[src/rtl/rv32_pkg.sv]
// rv32_pkg: shared register-file geometry and scoreboard counter type
package rv32_pkg;
    localparam int REG_ADDR_W = 5;
    localparam int NUM_REGS = 32;
    typedef logic [1:0] sb_cnt_t;
endpackage

[src/rtl/hazard_sb_entry.sv]
// hazard_sb_entry: in-flight long-latency write counter for one architectural register
module hazard_sb_entry
    import rv32_pkg::*;
#(
    parameter int MAX = 3
) (
    input  logic clk_i,
    input  logic rst_i,
    input  logic flush_i,
    input  logic inc_i,
    input  logic wb_i,
    output logic pending_o,
    output logic eff_pend_o,
    output logic at_max_o,
    output logic orphan_o
);
    sb_cnt_t cnt_q;
    logic dec;

    assign dec = wb_i && cnt_q != '0;

    always_ff @(posedge clk_i or posedge rst_i)
        if (rst_i) cnt_q <= '0;
        else if (flush_i) cnt_q <= '0;
        else if (inc_i && !dec) cnt_q <= cnt_q + 1'b1;
        else if (dec && !inc_i) cnt_q <= cnt_q - 1'b1;

    assign pending_o = cnt_q != '0;
    // The last outstanding writeback releases its consumers in the same cycle.
    assign eff_pend_o = pending_o && !(wb_i && cnt_q == sb_cnt_t'(1));
    assign at_max_o = cnt_q == sb_cnt_t'(MAX);
    assign orphan_o = wb_i && cnt_q == '0;

    a_no_overflow: assert property (@(posedge clk_i) disable iff (rst_i)
        cnt_q <= sb_cnt_t'(MAX) && !(inc_i && !dec && !flush_i && at_max_o));
    a_no_underflow: assert property (@(posedge clk_i) disable iff (rst_i)
        (cnt_q == '0 && !inc_i) |=> cnt_q == '0);
endmodule

[src/rtl/hazard_scoreboard.sv]
// hazard_scoreboard: stalls decode on RAW/WAW hazards against in-flight long-latency writers
module hazard_scoreboard
    import rv32_pkg::*;
#(
    parameter int MAX_OUTSTANDING = 3
) (
    input  logic                  clk_i,
    input  logic                  rst_i,
    input  logic                  flush_i,
    input  logic                  id_valid_i,
    input  logic [REG_ADDR_W-1:0] id_rs1_addr_i,
    input  logic [REG_ADDR_W-1:0] id_rs2_addr_i,
    input  logic                  id_rs1_used_i,
    input  logic                  id_rs2_used_i,
    input  logic [REG_ADDR_W-1:0] id_rd_addr_i,
    input  logic                  id_reg_write_i,
    input  logic                  id_long_lat_i,
    input  logic                  wb_valid_i,
    input  logic [REG_ADDR_W-1:0] wb_rd_i,
    output logic                  stall_o,
    output logic                  rs1_pending_o,
    output logic                  rs2_pending_o,
    output logic [NUM_REGS-1:0]   pending_mask_o,
    output logic                  busy_o,
    output logic                  err_o
);
    logic [NUM_REGS-1:0] eff_pend, at_max, orphan;
    logic waw, fire;

    assign pending_mask_o[0] = 1'b0;
    assign eff_pend[0] = 1'b0;
    assign at_max[0] = 1'b0;
    assign orphan[0] = 1'b0;

    for (genvar r = 1; r < NUM_REGS; r++) begin : g_entry
        hazard_sb_entry #(.MAX(MAX_OUTSTANDING)) u_entry (
            .clk_i      (clk_i),
            .rst_i      (rst_i),
            .flush_i    (flush_i),
            .inc_i      (fire && id_rd_addr_i == REG_ADDR_W'(r)),
            .wb_i       (wb_valid_i && wb_rd_i == REG_ADDR_W'(r)),
            .pending_o  (pending_mask_o[r]),
            .eff_pend_o (eff_pend[r]),
            .at_max_o   (at_max[r]),
            .orphan_o   (orphan[r])
        );
    end

    assign rs1_pending_o = id_valid_i && id_rs1_used_i && id_rs1_addr_i != '0 && eff_pend[id_rs1_addr_i];
    assign rs2_pending_o = id_valid_i && id_rs2_used_i && id_rs2_addr_i != '0 && eff_pend[id_rs2_addr_i];
    // Short writers must not overtake a pending long write; long writers stop at saturation.
    assign waw = id_valid_i && id_reg_write_i && id_rd_addr_i != '0 &&
                 (id_long_lat_i ? at_max[id_rd_addr_i] : eff_pend[id_rd_addr_i]);
    assign stall_o = rs1_pending_o || rs2_pending_o || waw;
    assign fire = id_valid_i && !stall_o && id_reg_write_i && id_long_lat_i && id_rd_addr_i != '0;
    assign busy_o = |pending_mask_o;

    always_ff @(posedge clk_i or posedge rst_i)
        if (rst_i) err_o <= 1'b0;
        else if (|orphan) err_o <= 1'b1;
endmodule
[config.mk]
export PLATFORM = sky130hd
export DESIGN_NAME = hazard_scoreboard
export DESIGN_NICKNAME = d
export VERILOG_FILES = /design/src/rtl/rv32_pkg.sv /design/src/rtl/hazard_sb_entry.sv /design/src/rtl/hazard_scoreboard.sv
export SDC_FILE = /design/constraint.sdc
export NUM_CORES = 1
export LEC_CHECK = 0
export CORE_AREA = 5 5 115 138
export DETAILED_ROUTE_END_ITERATION = 10
export DIE_AREA = 0 0 120 143
export PLACE_DENSITY = 0.75
export SLEW_MARGIN = 40
export SYNTH_ARGS = -nofsm -noshare
export SYNTH_HDL_FRONTEND = slang
export SYNTH_SLANG_ARGS = --single-unit
[constraint.sdc]
create_clock -name clk_i -period 3.81 [get_ports clk_i]
set_clock_uncertainty 0.15 [all_clocks]
set_input_delay 0.381 -clock clk_i [delete_from_list [all_inputs] [get_ports clk_i]]
set_output_delay 0.381 -clock clk_i [all_outputs]
set_load 0.01 [all_outputs]
After elaboration in Yosys (flattened, before gate mapping)
Cells that the tools add are included.
{"block": "totals", "reg_bits": 63, "latchBits": 0, "ram_bits": 0, "mem_bits_ro": 0, "output_inout_bits": 37, "word_cells": 778, "n_memories": 0}
{"block": "op_classes", "n_addsub": 62, "multipliers": 0, "n_div": 0, "order_cmp": 3, "n_eq_ne": 124, "shifts": 0, "mux": 102, "n_bitwise": 0, "n_reduce_logical": 455}
{"operator": "1-bit logical AND", "count": 261}
{"operator": "2-bit 2-to-1 mux", "count": 93}
{"operator": "5-bit equality test, second input constant", "count": 32}
{"operator": "1-bit logical NOT", "count": 94}
{"operator": "3-bit nonzero test", "count": 31}
{"operator": "5-bit by 4-bit equality test with 1-bit output, second input constant", "count": 16}
{"operator": "2-bit by 1-bit adder with 2-bit output, second input constant", "count": 31}
{"operator": "2-bit by 1-bit equality test with 1-bit output, second input constant", "count": 31}
{"operator": "2-bit equality test, second input constant", "count": 31}
{"operator": "2-bit logical NOT", "count": 31}
{"operator": "2-bit nonzero test", "count": 31}
{"operator": "31-bit OR reduction", "count": 2}
{"operator": "2-bit by 1-bit subtractor with 2-bit output, second input constant", "count": 31}
{"operator": "5-bit by 3-bit equality test with 1-bit output, second input constant", "count": 8}
{"operator": "1-bit binary-select mux with 5-bit select", "count": 4}
{"operator": "5-bit by 2-bit equality test with 1-bit output, second input constant", "count": 4}
{"operator": "5-bit by 6-bit < comparator with 1-bit output, second input constant", "count": 3}
{"operator": "5-bit nonzero test", "count": 3}
{"operator": "5-bit by 1-bit equality test with 1-bit output, second input constant", "count": 2}
{"operator": "1-bit 2-to-1 mux", "count": 5}
{"operator": "1-bit logical OR", "count": 2}

Depth between registers and ports, before layout
Gate-level depths: netlist of the first run.
{"block": "logic_depth", "depth_word": 21, "mapped_depth": 15}

Modules after synthesis
Synthesis of the first run repeated with hierarchy kept, for this count alone.
{"block": "hier_totals", "cells_unflattened": 960, "area_unflattened_um2": 8329.2}
{"module": "hazard_sb_entry", "instances": 31, "cells_per_inst": 23, "area_per_inst_um2": 206.4}
{"module": "hazard_scoreboard", "instances": 1, "cells_per_inst": 247, "area_per_inst_um2": 1929.4}

Least setup slack after synthesis of the first run
Ideal clock, no wire load.
{"block": "synth_timing", "kind": "input-to-reg", "start": "in id_rd_addr_i[1]", "end": "reg g_entry[20].u_entry.cnt_q[1]", "t_arrival_ps": 3573, "required_time_ps": 3578, "setup_slack_ps": 5, "cell_stages": 12, "n_path_buf": 3, "cell_sequence": "clkbuf_1 -> buf_1 -> mux4_2 -> mux4_2 -> o21ai_0 -> a211oi_1 -> a211oi_4 -> inv_2 -> or3_1 -> clkbuf_1 -> or3_1 -> a31oi_1"}
{"block": "synth_between", "elab_chain_cells": 14, "word_cells_on_any_way": 22, "classes_between": "eq/ne: 1; mux: 7; reduce/logical: 14"}
{"item": "start: declaration", "line": "hazard_scoreboard.sv:15", "text": "input logic [REG_ADDR_W-1:0] id_rd_addr_i,"}
{"item": "1-bit binary-select mux with 5-bit select", "line": "hazard_scoreboard.sv:53", "text": "(id_long_lat_i ? at_max[id_rd_addr_i] : eff_pend[id_rd_addr_i]);"}
{"item": "1-bit 2-to-1 mux (not written as such)", "line": "hazard_scoreboard.sv:53"}
{"item": "1-bit 2-to-1 mux", "line": "hazard_scoreboard.sv:53"}
{"item": "1-bit logical AND (*)", "line": "hazard_scoreboard.sv:52", "text": "assign waw = id_valid_i && id_reg_write_i && id_rd_addr_i != '0 &&"}
{"item": "1-bit logical OR (*)", "line": "hazard_scoreboard.sv:54", "text": "assign stall_o = rs1_pending_o || rs2_pending_o || waw;"}
{"item": "via stall_o", "line": "hazard_scoreboard.sv:20", "text": "output logic stall_o,"}
{"item": "1-bit logical NOT (*)", "line": "hazard_scoreboard.sv:55", "text": "assign fire = id_valid_i && !stall_o && id_reg_write_i && id_long_lat_i && id_rd_addr_i != '0;"}
{"item": "1-bit logical AND (*) (4 in series)", "line": "hazard_scoreboard.sv:55"}
{"item": "1-bit logical AND (*)", "line": "hazard_scoreboard.sv:40", "text": ".inc_i (fire && id_rd_addr_i == REG_ADDR_W'(r)),"}
{"item": "1-bit logical AND / 1-bit logical NOT (equally long branches)", "line": "hazard_sb_entry.sv:25, hazard_sb_entry.sv:26"}
{"item": "2-bit 2-to-1 mux / 1-bit logical AND (equally long branches)", "line": "hazard_sb_entry.sv:25, hazard_sb_entry.sv:26"}
{"item": "2-bit 2-to-1 mux / 3-bit nonzero test (equally long branches)"}
{"item": "end signal: assignment", "line": "hazard_sb_entry.sv:25", "text": "else if (inc_i && !dec) cnt_q <= cnt_q + 1'b1;"}
{"item": "end signal: assignment", "line": "hazard_sb_entry.sv:26", "text": "else if (dec && !inc_i) cnt_q <= cnt_q - 1'b1;"}
{"item": "end: declaration", "line": "hazard_sb_entry.sv:17", "text": "sb_cnt_t cnt_q;"}
The timed path passes the listed nets; every way through them passes the cells marked *. The select of a mux whose other input is x is not followed.
A chain may end at the register's enable or synchronous reset.

Final worst setup path of the first run
{"block": "layout_timing", "start": "in id_rd_addr_i[1]", "end": "out stall_o"}
{"block": "layout_between", "elab_chain_cells": 5, "word_cells_on_any_way": 9, "classes_between": "mux: 5; reduce/logical: 4"}
{"item": "1-bit binary-select mux with 5-bit select", "line": "hazard_scoreboard.sv:53"}
{"item": "1-bit 2-to-1 mux (not written as such)", "line": "hazard_scoreboard.sv:53"}
{"item": "1-bit 2-to-1 mux", "line": "hazard_scoreboard.sv:53"}
{"item": "1-bit logical AND (*)", "line": "hazard_scoreboard.sv:52"}
{"item": "1-bit logical OR (*)", "line": "hazard_scoreboard.sv:54"}
{"item": "end: declaration", "line": "hazard_scoreboard.sv:20"}
Mark *: on every way between the ends. The rest lies on a longest branch, timed or not. The select of a mux whose other input is x is not followed.

==> results.cfg, run 1 <==
[clock_tree]
clock-sinks = 63
clk_pin_slew_ps = 60
clockRootBuffer = clkbuf_16
cts_buffer_depth = 2
cts-hold-fix-buffers = 0
numCtsBuffers = 9
clkLatencyLatePin_ps = 340
cts_tree = yes
h-tree-depth = 3

[floorplanning]
fp.dieW_um = 120
die_h_um = 143
initial_core_util = 0.539
pin_count = 66
fp-row-count = 48
coreArea_um2 = 14400
design.die.area_um2 = 17200

[global_route]
grt_pass1_vias = 8315
grt_usage = 0.347
overflow = 0
antenna_found_initial = 0
grt_max_degree = 34
grt_pass1_wl_um = 45900

[critical_path]
start_kind = input port
r2r_start = g_entry[6].u_entry.cnt_q[0]
crit_start = id_rd_addr_i[1]
crit_required_ps = 3280
arrival_ps = 3230
end_kind = output port
crit_fanout = 5
critical_path_class = input port to output port

[yosys]
ys_top_cells_by_count = inv_1, ha_1, nand3_1
synth-seq-cells = 63
yosys.area.top_type = dfrtp_1
ys.flop_type = dfrtp_1
ys_warn_count = 0
yosysUniqueCellTypes = 72
post-synth-top-count-cell = inv_1
synth_edf_count = 0
syn_nets = 1079
syn-cell-area_um2 = 7730
netlist.area_leader.share = 0.204
netlist_instances = 957
synth_seq_area_share = 0.204
synthTopCellsByArea = dfrtp_1, ha_1, xnor2_1
synthArstFlopShare = 1.00
postSynthAreaPerCell_um2 = 8.08

[detailed_routing]
drtIter0Drc = 895
vias = 8313
final_antenna_net_count = 0
wire_per_inst_um = 22.6
firstDrtPassIters = 6
wl_um = 29700
viasPerCell = 6.33
drc = 0

[timing]
drv_slew = 0
fmax_mhz = 266
fin_crit_sh = 0.987
hold_slack_ps = 218
tightest_slew_ps = 771
relSlewSlack = 0.486
finalSetupTns_ps = 0
fin_crit_ps = 3760
hold_viol_final = 0
setup_viol = 0

[power]
peakVddDrop_uv = 216
power.leakage_nw = 4.57
power_density_nw_per_um2 = 262

[worst_hold_path]
hold_class = input port to asynchronous set/reset pin

[placement]
placed_area_um2 = 9530
port_buffers = 64
dpl.cell_count = 1288
gp_congestion = 1.09
hpwl_um = 23000

[layout]
fin_nets = 1255
layout-drive-gt1-share = 0.248
fill_cells = 1158
syn2layout_area_growth_pct = 30.1
fin_cells = 1313
design_area_um2 = 10100
antenna_cells = 0
final_util = 0.701

[job]
drv_cap = 0

[outcome]
status = completed
==> critical path, stage by stage <==
cell and delay (ps):
clkdlybuf4s50_1 480, buf_4 210, mux4_2 560, mux4_2 500
o21ai_1 170, a211oi_2 160, a211oi_4 310, buf_4 160
inv_2 30, dlygate4sd2_1 270
==> cell families after synthesis <==
group,after synthesis,synth area share
AOI/OAI and AO/OA,191,0.179
xor gates and xnor gates,56,0.0634
adders and majority gates,100,0.160
buffers and inverters,189,0.110
DFF,63,0.204
muxes,33,0.0642
other,1,0.000485
and+or+nand+nor,324,0.220
==> power breakdown <==
| part | leakage [nW] | switching [mW] | internal (mW) |
|---|---|---|---|
| logic | 3.56 | 0.567 | 0.476 |
| registers | 0.871 | 0.0305 | 0.703 |
| clock network | 0.144 | 0.337 | 0.521 |
| total | 4.57 | 0.935 | 1.70 |
==> per-layer routing <==
metal  GRT usage  vias up  share of wire
met3      0.0610      133          0.095
met4       0.210        0          0.069
met1       0.434     3917           0.39
li1            -     3771              -
met5           0        -              0
met2       0.560      492           0.45
==> cell type report <==
| class | instances | area (um2) | share of cell area |
|---|---|---|---|
| timing repair buffer | 250 | 2100 | 0.209 |
| tap | 175 | 219 | 0.0218 |
| clock inverter | 6 | 60.1 | 0.00597 |
| sequential | 63 | 1580 | 0.157 |
| clock buffer | 10 | 239 | 0.0238 |
| inverter | 104 | 390 | 0.0388 |
| multi-input combinational | 705 | 5480 | 0.544 |
==> through the flow <==
step                power, mW  setup slack [ps]
floorplan                1.27              5.32
global placement         1.68              -594
detailed placement       1.70              -663
CTS                      2.59              2.75
global route             2.74           -0.0757
finish                   2.63              48.5
==> registers in the layout (all words and copies together), names as in the netlist <==
signal,cells
g_entry.u_entry.cnt_q,62
err_o,1
==> what timing repair did <==
action,CTS,global route
pin swaps,2,2
cloned,1,0
endpoints found under the setup margin,56,40
gates resized for setup,28,31
buffers inserted,4,4
==> final timing paths <==
path	endpoint	slack [ps]	cells after the start
max	stall_o	50	10
max in group asynchronous	g_entry[28].u_entry.cnt_q[1]	2610	3
min reg2reg	g_entry[29].u_entry.cnt_q[1]	460	2
min	g_entry[24].u_entry.cnt_q[0]	220	2
min in group clk_i	g_entry[4].u_entry.cnt_q[0]	450	2
max reg2reg	g_entry[16].u_entry.cnt_q[1]	170	15
==> layout by cell type (no fill, tap or decap), drive strengths merged, types with 4 or more instances in the layout <==
| cell type | n |
|---|---|
| o211ai | 11 |
| nand4 | 19 |
| a211o | 5 |
| o21ai | 15 |
| o22ai | 8 |
| a21oi | 23 |
| nand2 | 47 |
| xnor2 | 56 |
| nor2 | 65 |
| mux2 | 13 |
| dfrtp | 63 |
| a31oi | 43 |
| ha | 93 |
| nand3 | 68 |
| inv | 103 |
| buf | 187 |
| or2 | 5 |
| nand4b | 4 |
| a22oi | 5 |
| clkbuf | 14 |
| a41oi | 4 |
| mux2i | 8 |
| mux4 | 12 |
| clkdlybuf4s50 | 55 |
| a311oi | 9 |
| a211oi | 32 |
| or3 | 4 |
| maj3 | 7 |
| a31o | 4 |
| nor4 | 5 |
| nor3 | 42 |
| nand2b | 14 |
| and3 | 12 |
| clkinv | 4 |
| nand3b | 6 |
| nor2b | 11 |
Note: power is estimated with default switching activity, not from simulation.
==> inputs of run 2 (changes only) <==
--- a/config.mk
+++ b/config.mk
@@ -5,7 +5,9 @@
 export SDC_FILE = /design/constraint.sdc
 export NUM_CORES = 1
 export LEC_CHECK = 0
+export CAP_MARGIN = 25
 export CORE_AREA = 5 5 115 138
+export CTS_CLUSTER_DIAMETER = 100
 export DETAILED_ROUTE_END_ITERATION = 10
 export DIE_AREA = 0 0 120 143
 export PLACE_DENSITY = 0.75
==> results of run 2 <==
Same layout as run 1: the final DEF is identical, and so are final timing and power.
==> inputs of run 3 (changes only) <==
--- a/config.mk
+++ b/config.mk
@@ -6,11 +6,12 @@
 export NUM_CORES = 1
 export LEC_CHECK = 0
 export CAP_MARGIN = 25
-export CORE_AREA = 5 5 115 138
+export CORE_AREA = 4 4 114 137
 export CTS_CLUSTER_DIAMETER = 100
 export DETAILED_ROUTE_END_ITERATION = 10
-export DIE_AREA = 0 0 120 143
+export DIE_AREA = 0 0 118 141
 export PLACE_DENSITY = 0.75
+export SKIP_CTS_REPAIR_TIMING = 1
 export SLEW_MARGIN = 40
 export SYNTH_ARGS = -nofsm -noshare
 export SYNTH_HDL_FRONTEND = slang
==> run 3 against run 2 <==
Core utilization is 0.28 points higher. First-iteration DRC count fell by 24%. Wire length shrank 0.18%. Critical path depth did not move. Combinational power about the same. Register-to-register slack got worse by 40 ps. Flip-flop and latch count is the same. Die area is 3.0% lower. Hold slack better by 70 ps. Cell count fell by 0.30%. Sequential power about the same. Largest power group unchanged.
==> results.cfg, run 3 (same netlist as run 1, synthesis figures left out) <==
[clock_tree]
cts_buffer_depth = 2
clkLatencyLatePin_ps = 340
numCtsBuffers = 9
clock-sinks = 63
cts_tree = yes
h-tree-depth = 3
clk_pin_slew_ps = 60
clockRootBuffer = clkbuf_16

[layout]
largest_reg_flops = 62
fin_nets = 1253
antenna_cells = 0
layout-drive-gt1-share = 0.244
final_common_cell = buf_4
syn2layout_area_growth_pct = 30.0
largestRegisters = g_entry.u_entry.cnt_q: 62 flops, err_o: 1 flops
mostFrequentLayoutCells = buf_4, inv_1, ha_1
regMostFlops = g_entry.u_entry.cnt_q
fill_cells = 1182
fin_cells = 1309

[detailed_routing]
firstDrtPassIters = 5
final_antenna_net_count = 0
viasPerCell = 6.37
wire_per_inst_um = 22.6
drtIter0Drc = 679
wl_um = 29600
vias = 8332
drc = 0

[critical_path]
r2r_slack_ps = 130
critical_path_class = flip-flop to output port
start_kind = flip-flop
end_kind = output port
critPathMaxStageDelay_ps = 520
crit_fanout = 4
arrival_ps = 3180
r2r_end = g_entry[19].u_entry.cnt_q[1]
r2r_start = g_entry[18].u_entry.cnt_q[1]
crit_start = g_entry[7].u_entry.cnt_q[0]
crit_required_ps = 3280
crit_chain = inv_1 > ha_1 > a31oi_2 > buf_4 > o211ai_1 > or3_1 > or4_4 > inv_2 > buf_4 > clkdlybuf4s50_1
critPathSlowestCell = clkdlybuf4s50_1
worstSetupEndpoint = rs1_pending_o
rr_worst_depth = 15
worst_path_most_repeated_cell = buf_4

[timing]
setup_viol = 0
hold_viol_final = 0
drv_slew = 0
rsz0062_at_grt = no
timing.final.ws_setup_ps = 94.2
finalSetupTns_ps = 0
fin_crit_ps = 3720
fin_crit_sh = 0.975
fmax_mhz = 269
tightest_slew_ps = 701
relSlewSlack = 0.532

[global_route]
grt_max_degree = 38
grt_pass1_vias = 8323
grt_usage = 0.348
antenna_found_initial = 0
grt_pass1_wl_um = 45400
overflow = 0

[placement]
place_ws_ps = -658
gp_congestion = 1.02
hpwl_um = 23000
dpl.cell_count = 1288
port_buffers = 64

[floorplanning]
fp-row-count = 48
fp.dieW_um = 118
die_h_um = 141
initial_core_util = 0.541
pin_count = 66
design.die.area_um2 = 16600
coreArea_um2 = 14300

[job]
drv_cap = 0

[power]
power_density_nw_per_um2 = 266
power.leakage_nw = 4.58
peakVddDrop_uv = 294
p_total_mw = 2.67

[outcome]
status = completed

[worst_hold_path]
hold_class = input port to asynchronous set/reset pin
==> run 3: routing by layer <==
metal / GRT usage / vias to the layer above / share of wire
met5: 0 / - / 0
met2: 0.587 / 482 / 0.46
met4: 0.169 / 0 / 0.055
met1: 0.435 / 3985 / 0.40
li1: - / 3763 / -
met3: 0.0566 / 102 / 0.085
==> run 3: final cells by class <==
| type | count | area, um2 | share of cell area |
|---|---|---|---|
| sequential | 63 | 1580 | 0.157 |
| inverter | 104 | 392 | 0.0389 |
| clock inverter | 3 | 67.6 | 0.00672 |
| tap | 175 | 219 | 0.0218 |
| clock buffer | 11 | 253 | 0.0251 |
| timing repair buffer | 248 | 2080 | 0.207 |
| multi-input combinational | 705 | 5470 | 0.544 |
==> run 3: worst min path at each step <==
stage                                       from                           end  slack [ps]  cells past startpoint
finish                                     rst_i  g_entry[29].u_entry.cnt_q[1]         290                      2
global placement    g_entry[22].u_entry.cnt_q[1]  g_entry[22].u_entry.cnt_q[1]         430                      2
floorplan           g_entry[19].u_entry.cnt_q[1]  g_entry[19].u_entry.cnt_q[1]         400                      2
CTS                                      flush_i   g_entry[2].u_entry.cnt_q[0]         360                      2
detailed placement  g_entry[22].u_entry.cnt_q[1]  g_entry[22].u_entry.cnt_q[1]         440                      2
global route                               rst_i  g_entry[29].u_entry.cnt_q[1]         340                      2
==> run 3: power by group <==
group          leakage [nW]  internal, mW  switching (mW)
registers             0.870         0.703          0.0293
clock network         0.154         0.601           0.325
logic                  3.56         0.459           0.553
==> run 3: metrics by stage <==
| step | cell area [um2] | util | hold slack (ps) |
|---|---|---|---|
| floorplan | 7730 | - | 403 |
| global placement | 9490 | 0.664 | 432 |
| detailed placement | 9490 | 0.664 | 441 |
| CTS | 9810 | 0.686 | 356 |
| global route | 10100 | 0.704 | 336 |
| finish | 10100 | 0.704 | 288 |
==> run 3: critical path: cells and delay by family (launching register included) <==
kind	cells	cell delay (ps)
compound gates	2	360
fa+ha+maj	1	230
buf+inv	5	970
flops	1	410
simple gates	2	860
